[src/rtl/stage_wb_pkg.sv]
// Shared pipeline package: datapath widths, load-size codes, link register and the MEM/WB record.
package pipe_pkg;

  localparam int DATA_W   = 32;
  localparam int REG_AW   = 5;
  localparam int LINK_REG = 31;

  // Code 2'b11 is deliberately left undeclared; the load aligner treats it as a word.
  typedef enum logic [1:0] {
    MEM_SIZE_WORD = 2'b00,
    MEM_SIZE_HALF = 2'b01,
    MEM_SIZE_BYTE = 2'b10
  } mem_size_e;

  typedef struct packed {
    logic              valid;
    logic              regWrite;
    logic              memToReg;
    logic              jal;
    mem_size_e         memSize;
    logic              memSigned;
    logic [REG_AW-1:0] writeRegister;
    logic [DATA_W-1:0] aluResult;
    logic [DATA_W-1:0] readData;
    logic [DATA_W-1:0] pcAddResult;
  } mem_wb_t;

endpackage

[src/rtl/stage_wb_if.sv]
// MEM-to-WB bundle: MEM-stage fields into the write-back stage and the register-file write port out.
interface stage_wb_if #(
  parameter int DATA_W = pipe_pkg::DATA_W,
  parameter int REG_AW = pipe_pkg::REG_AW
);
  logic              Valid_in_WB;
  logic              Stall_in_WB;
  logic              Flush_in_WB;
  logic              RegWrite_in_WB;
  logic              MemtoReg_in_WB;
  logic              JAL_in_WB;
  logic [1:0]        MemSize_in_WB;
  logic              MemSigned_in_WB;
  logic [REG_AW-1:0] WriteRegister_in_WB;
  logic [DATA_W-1:0] ALUResult_in_WB;
  logic [DATA_W-1:0] ReadData_in_WB;
  logic [DATA_W-1:0] PCAddResult_in_WB;
  logic              RegWrite_out_WB;
  logic [REG_AW-1:0] WriteRegister_out_WB;
  logic [DATA_W-1:0] WriteData_out_WB;
  logic [31:0]       Retired_out_WB;

  modport master (
    output Valid_in_WB, Stall_in_WB, Flush_in_WB, RegWrite_in_WB, MemtoReg_in_WB, JAL_in_WB,
           MemSize_in_WB, MemSigned_in_WB, WriteRegister_in_WB, ALUResult_in_WB,
           ReadData_in_WB, PCAddResult_in_WB,
    input  RegWrite_out_WB, WriteRegister_out_WB, WriteData_out_WB, Retired_out_WB
  );

  modport slave (
    input  Valid_in_WB, Stall_in_WB, Flush_in_WB, RegWrite_in_WB, MemtoReg_in_WB, JAL_in_WB,
           MemSize_in_WB, MemSigned_in_WB, WriteRegister_in_WB, ALUResult_in_WB,
           ReadData_in_WB, PCAddResult_in_WB,
    output RegWrite_out_WB, WriteRegister_out_WB, WriteData_out_WB, Retired_out_WB
  );
endinterface

[src/rtl/stage_wb_load_align.sv]
// Combinational sub-word load formatter: little-endian lane select by address, then zero/sign extend.
module wb_load_align
  import pipe_pkg::*;
#(
  parameter int DATA_W = pipe_pkg::DATA_W
) (
  input  logic [DATA_W-1:0] readData,
  input  logic [1:0]        addr,
  input  mem_size_e         size,
  input  logic              isSigned,
  output logic [DATA_W-1:0] loadData
);

  logic [7:0]  byteLane [4];
  logic [15:0] halfLane [2];
  logic [7:0]  selByte;
  logic [15:0] selHalf;

  genvar gi;
  for (gi = 0; gi < 4; gi++) begin : g_byte
    assign byteLane[gi] = readData[8*gi +: 8];
  end
  for (gi = 0; gi < 2; gi++) begin : g_half
    assign halfLane[gi] = readData[16*gi +: 16];
  end

  // Halfword lane uses addr[1] only; a misaligned addr[0] is silently ignored.
  always_comb begin
    selByte  = byteLane[addr];
    selHalf  = halfLane[addr[1]];
    loadData = readData;
    case (size)
      MEM_SIZE_BYTE: loadData = {{(DATA_W-8){isSigned & selByte[7]}}, selByte};
      MEM_SIZE_HALF: loadData = {{(DATA_W-16){isSigned & selHalf[15]}}, selHalf};
      default:       loadData = readData;
    endcase
  end

endmodule

[src/rtl/stage_wb.sv]
// MIPS write-back stage: MEM/WB register, write-data select and register-file write port.
// Optional retired-instruction counter built only when WB_RETIRE_CNT_EN is defined.
module stage_wb
  import pipe_pkg::*;
#(
  parameter int DATA_W   = pipe_pkg::DATA_W,
  parameter int REG_AW   = pipe_pkg::REG_AW,
  parameter int LINK_REG = pipe_pkg::LINK_REG
) (
  input logic       Clk_in,
  input logic       Reset_in,
  stage_wb_if.slave wb
);

  mem_wb_t           memWb_reg;
  mem_wb_t           memWb_next;
  logic [REG_AW-1:0] dest;
  logic [DATA_W-1:0] loadData;

  // A flushed instruction is still captured, only its valid bit is dropped.
  always_comb begin
    memWb_next = memWb_reg;
    if (!wb.Stall_in_WB) begin
      memWb_next.valid         = wb.Valid_in_WB & ~wb.Flush_in_WB;
      memWb_next.regWrite      = wb.RegWrite_in_WB;
      memWb_next.memToReg      = wb.MemtoReg_in_WB;
      memWb_next.jal           = wb.JAL_in_WB;
      memWb_next.memSize       = mem_size_e'(wb.MemSize_in_WB);
      memWb_next.memSigned     = wb.MemSigned_in_WB;
      memWb_next.writeRegister = wb.WriteRegister_in_WB;
      memWb_next.aluResult     = wb.ALUResult_in_WB;
      memWb_next.readData      = wb.ReadData_in_WB;
      memWb_next.pcAddResult   = wb.PCAddResult_in_WB;
    end
  end

  always_ff @(posedge Clk_in) begin
    if (Reset_in) begin
      memWb_reg <= '0;
    end else begin
      memWb_reg <= memWb_next;
    end
  end

  wb_load_align #(
    .DATA_W (DATA_W)
  ) u_load_align (
    .readData (memWb_reg.readData),
    .addr     (memWb_reg.aluResult[1:0]),
    .size     (memWb_reg.memSize),
    .isSigned (memWb_reg.memSigned),
    .loadData (loadData)
  );

  assign dest = memWb_reg.jal ? REG_AW'(LINK_REG) : memWb_reg.writeRegister;

  // $0 is hardwired, so a write to it is never presented to the register file.
  assign wb.RegWrite_out_WB      = memWb_reg.valid & memWb_reg.regWrite & (dest != '0);
  assign wb.WriteRegister_out_WB = dest;
  assign wb.WriteData_out_WB     = memWb_reg.jal      ? memWb_reg.pcAddResult :
                                   memWb_reg.memToReg ? loadData              :
                                                        memWb_reg.aluResult;

`ifdef WB_RETIRE_CNT_EN
  logic [31:0] retiredCnt_reg;

  // Counts an instruction once, on the cycle it leaves the register unstalled.
  always_ff @(posedge Clk_in) begin
    if (Reset_in) begin
      retiredCnt_reg <= '0;
    end else if (memWb_reg.valid && !wb.Stall_in_WB) begin
      retiredCnt_reg <= retiredCnt_reg + 32'd1;
    end
  end

  assign wb.Retired_out_WB = retiredCnt_reg;
`else
  assign wb.Retired_out_WB = '0;
`endif

endmodule

[src/flat_wrapper.sv]
// flat-port wrapper written by rule: the top's interface ports become plain ports
module stage_wb_flat import pipe_pkg::*;
#(
  parameter int DATA_W   = pipe_pkg::DATA_W,
  parameter int REG_AW   = pipe_pkg::REG_AW,
  parameter int LINK_REG = pipe_pkg::LINK_REG
)
  (Clk_in, Reset_in, wb_Valid_in_WB, wb_Stall_in_WB, wb_Flush_in_WB, wb_RegWrite_in_WB, wb_MemtoReg_in_WB, wb_JAL_in_WB, wb_MemSize_in_WB, wb_MemSigned_in_WB, wb_WriteRegister_in_WB, wb_ALUResult_in_WB, wb_ReadData_in_WB, wb_PCAddResult_in_WB, wb_RegWrite_out_WB, wb_WriteRegister_out_WB, wb_WriteData_out_WB, wb_Retired_out_WB);
  stage_wb_if #(.DATA_W(DATA_W), .REG_AW(REG_AW)) wb_i ();
  input logic Clk_in;
  input logic Reset_in;
  input wire logic [$bits(wb_i.Valid_in_WB)-1:0] wb_Valid_in_WB;
  input wire logic [$bits(wb_i.Stall_in_WB)-1:0] wb_Stall_in_WB;
  input wire logic [$bits(wb_i.Flush_in_WB)-1:0] wb_Flush_in_WB;
  input wire logic [$bits(wb_i.RegWrite_in_WB)-1:0] wb_RegWrite_in_WB;
  input wire logic [$bits(wb_i.MemtoReg_in_WB)-1:0] wb_MemtoReg_in_WB;
  input wire logic [$bits(wb_i.JAL_in_WB)-1:0] wb_JAL_in_WB;
  input wire logic [$bits(wb_i.MemSize_in_WB)-1:0] wb_MemSize_in_WB;
  input wire logic [$bits(wb_i.MemSigned_in_WB)-1:0] wb_MemSigned_in_WB;
  input wire logic [$bits(wb_i.WriteRegister_in_WB)-1:0] wb_WriteRegister_in_WB;
  input wire logic [$bits(wb_i.ALUResult_in_WB)-1:0] wb_ALUResult_in_WB;
  input wire logic [$bits(wb_i.ReadData_in_WB)-1:0] wb_ReadData_in_WB;
  input wire logic [$bits(wb_i.PCAddResult_in_WB)-1:0] wb_PCAddResult_in_WB;
  output wire logic [$bits(wb_i.RegWrite_out_WB)-1:0] wb_RegWrite_out_WB;
  output wire logic [$bits(wb_i.WriteRegister_out_WB)-1:0] wb_WriteRegister_out_WB;
  output wire logic [$bits(wb_i.WriteData_out_WB)-1:0] wb_WriteData_out_WB;
  output wire logic [$bits(wb_i.Retired_out_WB)-1:0] wb_Retired_out_WB;
  assign wb_i.Valid_in_WB = wb_Valid_in_WB;
  assign wb_i.Stall_in_WB = wb_Stall_in_WB;
  assign wb_i.Flush_in_WB = wb_Flush_in_WB;
  assign wb_i.RegWrite_in_WB = wb_RegWrite_in_WB;
  assign wb_i.MemtoReg_in_WB = wb_MemtoReg_in_WB;
  assign wb_i.JAL_in_WB = wb_JAL_in_WB;
  assign wb_i.MemSize_in_WB = wb_MemSize_in_WB;
  assign wb_i.MemSigned_in_WB = wb_MemSigned_in_WB;
  assign wb_i.WriteRegister_in_WB = wb_WriteRegister_in_WB;
  assign wb_i.ALUResult_in_WB = wb_ALUResult_in_WB;
  assign wb_i.ReadData_in_WB = wb_ReadData_in_WB;
  assign wb_i.PCAddResult_in_WB = wb_PCAddResult_in_WB;
  assign wb_RegWrite_out_WB = wb_i.RegWrite_out_WB;
  assign wb_WriteRegister_out_WB = wb_i.WriteRegister_out_WB;
  assign wb_WriteData_out_WB = wb_i.WriteData_out_WB;
  assign wb_Retired_out_WB = wb_i.Retired_out_WB;
  stage_wb #(.DATA_W(DATA_W), .REG_AW(REG_AW), .LINK_REG(LINK_REG)) u_core (.Clk_in(Clk_in), .Reset_in(Reset_in), .wb(wb_i));
endmodule
[config.mk]
export PLATFORM = sky130hd
export DESIGN_NAME = stage_wb_flat
export DESIGN_NICKNAME = d
export VERILOG_FILES = /design/src/rtl/stage_wb_pkg.sv /design/src/rtl/stage_wb_if.sv /design/src/rtl/stage_wb_load_align.sv /design/src/rtl/stage_wb.sv /design/src/flat_wrapper.sv
export SDC_FILE = /design/constraint.sdc
export NUM_CORES = 1
export LEC_CHECK = 0
export CAP_MARGIN = 20
export CELL_PAD_IN_SITES_DETAIL_PLACEMENT = 1
export CELL_PAD_IN_SITES_GLOBAL_PLACEMENT = 1
export CORE_MARGIN = 8
export CORE_UTILIZATION = 36
export DETAILED_ROUTE_END_ITERATION = 10
export GPL_ROUTABILITY_DRIVEN = 0
export PLACE_DENSITY = 0.95
export SYNTH_ARGS = -nofsm -noshare
export SYNTH_HDL_FRONTEND = slang
export SYNTH_SLANG_ARGS = --single-unit
[constraint.sdc]
create_clock -name Clk_in -period 4.26 [get_ports Clk_in]
set_input_delay 1.278 -clock Clk_in [delete_from_list [all_inputs] [get_ports Clk_in]]
set_output_delay 1.278 -clock Clk_in [all_outputs]
set_load 0.02 [all_outputs]
Yosys cells after proc, flatten, opt, wreduce, memory -nomap -nowiden
Index checks and enable logic that the tools add are counted. Widths: inputs -> output; s select.

Bitwise logic cells: 8. Multiplexer cells: 10. Equal/unequal tests: 2. Reductions and logical operators: 1. $lt $le $gt $ge: 2.

Operators by type and width (number): $mux 32 (2); $pmux 32 s2 (1); $mux 16 (3); $bmux 8 s2 (1); $mux 8 (2); $and 1x1->1 (5); $mux 5 (1); $reduce_bool 5->1 (1); $ge 3x3->1 const B (1); $not 2->3 (1); $eq 2x1->1 const B (1); $eq 2x2->1 const B (1); $ge 2x2->1 const B (1); $not 1->2 (1); $not 1->1 (1).

Logic and storage cells: 33. Flip-flop bits (word level): 108. Input port bits: 112.

Logic depth before layout (Yosys ltp)
Word-level depth: 8. Mapped depth: 8. Mapped depth without buffers: 6.

Modules after synthesis
From an unflattened synthesis, not the netlist that was laid out.

Cell total of the unflattened synthesis: 589. Area total of the unflattened synthesis: 5446.5 µm².

Modules (own cells, without submodules): stage_wb (area an instance 4768.3 µm², cells each 497, instances 1); wb_load_align (area an instance 678.2 µm², cells each 92, instances 1).

Worst setup path after synthesis
OpenSTA, ideal clock, no wires.

Path type: register to output. From: register u_core.memWb_reg[102] (netlist bit). To: output wb_WriteData_out_WB[6]. Path slack: 1.083 ns. Cell stages (with the launch flop): 9. Path buffers: 2. Data required time: 2.982 ns. Arrival: 1.899 ns. Cells stage by stage: dfxtp_1 inv_1 ha_1 clkbuf_1 clkbuf_1 nand2_1 o211ai_1 a21oi_1 o31ai_1.

Longest elaborated chain between the ends: 4.

RTL lines: from (decl) (RTL line stage_wb.sv:15) `mem_wb_t memWb_reg;`; from (signal assigned) (RTL line stage_wb.sv:41) `memWb_reg <= memWb_next;`; $eq 2x1->1 or $eq 2x2->1 (tied branches) (RTL line stage_wb_load_align.sv:32) `case (size)`; $pmux 32 s2 * (RTL line stage_wb_load_align.sv:32); $mux 32 * (RTL line stage_wb.sv:61) `memWb_reg.memToReg ? loadData :`; $mux 32 * (RTL line stage_wb.sv:60) `assign wb.WriteData_out_WB = memWb_reg.jal ? memWb_reg.pcAddResult :`; to (decl) (RTL line flat_wrapper.sv:26) `output wire logic [$bits(wb_i.WriteData_out_WB)-1:0] wb_WriteData_out_WB;`.

Mark *: on every way between the ends. The rest lies on a longest branch, timed or not.

Worst setup path after layout
From: register u_core.memWb_reg[102] (netlist bit). To: output wb_WriteData_out_WB[5].

Same word-level chain as after synthesis.

==> metrics.txt <==
H-Tree Level Count=3; Setup Fix Bufs, Post-CTS=0; Critical Path End Type=output pin; share of cells above drive strength 1=5.33%; Initial Utilization=36.3%; # DRC=0; switching part of the total power=30.4%; Worst Setup Start Kind=flip-flop; antenna-violating nets left=0; MaxCap Viol Count=0; clock-pin slew on the worst setup and hold paths=0.07 ns; arrival time at the worst endpoint=2.86 ns; crit path max fanout=20; grt ovf=0; internal power=0.00177 W; WHS Endpoint=u_core.memWb_reg[100]; kind of critical path=flip-flop to output pin; RSZ-0062 raised after global routing=no; routed vias=4,874; critical path required time=2.98 ns; EDFF count, synth=0; ys async rst share=0%; Post-Syn Area=5440 sq um; Die X=139 microns; worst reg2reg path startpoint=u_core.memWb_reg[104]; Final Skew=0 ns; met3 Usage GRT=3.48%; post-route setup TNS=0 ns; initial antenna violation count=2; max reg flops=108; main flop type after synthesis=dfxtp_1; Synth Area in Simple Gates=15.1%; vias in the first global route=5,189; dpl hpwl=14.5 mm; hold_sp=u_core.memWb_reg[100]; drt total wl=19.5 mm; P&R area growth vs syn=33.0%; GRT Util Overall=19.8%; Yosys Warn Count=0; Layout Cells excl Fill=939; Row Count=45; slowest stage delay, CP=0.67 ns; Iter 0 DRT Violations=291; Worst-Margin Slew=0.824 ns; Post-Synth XOR/XNOR Area=0%; Hold WC Path Type=flip-flop to flip-flop; Fin. Hold Viols=0; Die Y=139 microns; combinational fraction of design power=22.8%; Longest Clk Path Bufs=2; CTS tree=done; placed insts=921; vias per inst=5.19; largest family of logic cells by synthesized area=multiplexers; drt wl/cell=20.7 microns; sequential fraction of the synthesis area=39.8%; number of synthesized register bits=108; Hold Path Stages=2; Max Fclk=0.242 GHz; Max Slew Vio Count=0; GR Util met1=23.8%; Worst R2R Setup Slack=2.80 ns; CP Cell Sequence=inv_1 > ha_1 > buf_4 > nand3b_1 > o211ai_1 > a21oi_1 > o31ai_1 > clkdlybuf4s50_1; Gate Count Post-Synth=627; post-synthesis mux area share=21.7%; nets=859; die area=19,300 sq um; outcome=finished clean; gr busiest metal=met2; final setup violation count=0; Compound-Gate Fraction of Synth Area=13.9%; Max-slew headroom=44.9%; Max stage delay cell, worst path=clkdlybuf4s50_1; Final Core Density=48.3%; CORE AREA=15,000 sq um; worst setup path start=u_core.memWb_reg[102]; worst r2r dst=u_core.memWb_reg[104]; fin crit share=97.1%; DRT Pass-1 Iters=4; FILL cells=1,738; port bufs=149; worst skew pair latency=0.36 ns; area share of fa/ha/maj cells after synthesis=0.460%; Clock Sink Count=108; Seq pwr share=44.4%; LEAKAGE=3.10 nW; worst vdd ir=0.000203 V; first-pass GRT wire length=30.0 mm; largest net degree at the start of global routing=109; grt met2 use=33.4%; overall power=0.00255 W; Reg2Reg Depth=3; share of power burned in the clock network=32.8%; post-layout min period=4.14 ns; PD cells=353 nW/um^2; Psw=0.000776 W; Synth Area per Inst=8.67 sq um; Distinct cells, synth=39; root buffer cell=clkbuf_16; CTS buffer count=9; Top Ports=182
## power by group through the flow
stage | Sequential, W | Combinational, W | Clock, W
floorplan | 0.00112 | 0.000364 | 0
global placement | 0.00115 | 0.000559 | 0
detailed placement | 0.00115 | 0.000576 | 0
CTS | 0.00113 | 0.000581 | 0.000861
global route | 0.00114 | 0.000628 | 0.000888
finish | 0.00113 | 0.000582 | 0.000836
## worst max-delay path, delay by kind of cell (launching register included)
kind | cells | cell delay [ns]
buffers and inverters | 3 | 0.95
AOI/OAI and AO/OA | 3 | 0.56
adders and majority gates | 1 | 0.33
DFF | 1 | 0.37
and+or+nand+nor | 1 | 0.31
## stage by stage
step,cell area [sq um],hold WS (ns),worst slack [ns]
finish,7230,0.496,0.122
CTS,7180,0.505,0.0637
global route,7230,0.529,0.000759
floorplan,5550,0.456,1.08
detailed placement,6900,0.488,0.282
global placement,6900,0.468,0.423
## synthesized netlist by cell type (2+ instances only)
master	count	area, sq um
a21oi_1	19	95.1
a22o_1	16	140
a22oi_1	8	60.1
a311oi_1	17	149
buf_1	4	15.0
buf_2	11	55.1
buf_4	32	240
buf_6	2	22.5
clkbuf_1	33	124
dfxtp_1	108	2160
ha_1	2	25.0
inv_1	7	26.3
mux2_4	2	30.0
mux2i_1	114	1140
nand2_1	51	191
nor2_1	145	544
nor2b_1	2	12.5
o211ai_1	5	37.5
o21ai_0	7	35.0
o22ai_1	2	12.5
o2bb2ai_1	5	43.8
o31ai_1	13	97.6
or2_2	6	37.5
## logic make-up (layout without fill, tap and decap cells)
| logic type | after synthesis | in the layout |
|---|---|---|
| compound gates | 100 | 100 |
| fa+ha+maj | 2 | 2 |
| buf+inv | 90 | 182 |
| flops | 108 | 108 |
| mux | 117 | 117 |
| other cells | 1 | 33 |
| simple gates | 209 | 209 |
## layout by cell type, fill, tap and decap left out, drive strengths merged, types with 5 or more instances in the layout
cell type and instances:
a21oi 19, a22o 16, a22oi 8, a311oi 17
buf 11, clkbuf 11, clkdlybuf4s50 143, conb 32
dfxtp 108, inv 11, mux2i 114, nand2 51
nor2 145, o211ai 5, o21ai 7, o2bb2ai 5
o31ai 13, or2 6
## layer usage
layer / vias to the layer above / wire length (microns)
met5: - / 14
met4: 2 / 688
met3: 40 / 815
met2: 148 / 9590
met1: 2347 / 8350
li1: 2337 / -
## final cells by class
class	instances	area, sq um	share of cell area, %
flip-flops and latches	108	2160	29.9
diodes	1	2.50	0.0346
clock buffers	11	243	3.36
multi-input cells	460	2910	40.3
inverters	8	30.0	0.415
well taps	188	235	3.25
clock inverters	5	42.5	0.588
repair buffers	158	1600	22.1
## how the worst max path moves through the flow
stage	to	cells past startpoint
6_report	wb_WriteData_out_WB[5]	8
5_1_grt	wb_WriteData_out_WB[5]	8
4_1_cts	wb_WriteData_out_WB[25]	7
3_5_place_dp	wb_WriteData_out_WB[24]	7
3_3_place_gp	wb_WriteData_out_WB[29]	7
2_1_floorplan	wb_WriteData_out_WB[6]	8
## timing repair
| action | 4_1_cts | 5_1_grt |
|---|---|---|
| pin swaps | 0 | 0 |
| hold buffers | 0 | 0 |
| gates resized for setup | 1 | 6 |
| setup endpoints to repair | 16 | 8 |
(Power assumes the default switching activity.)
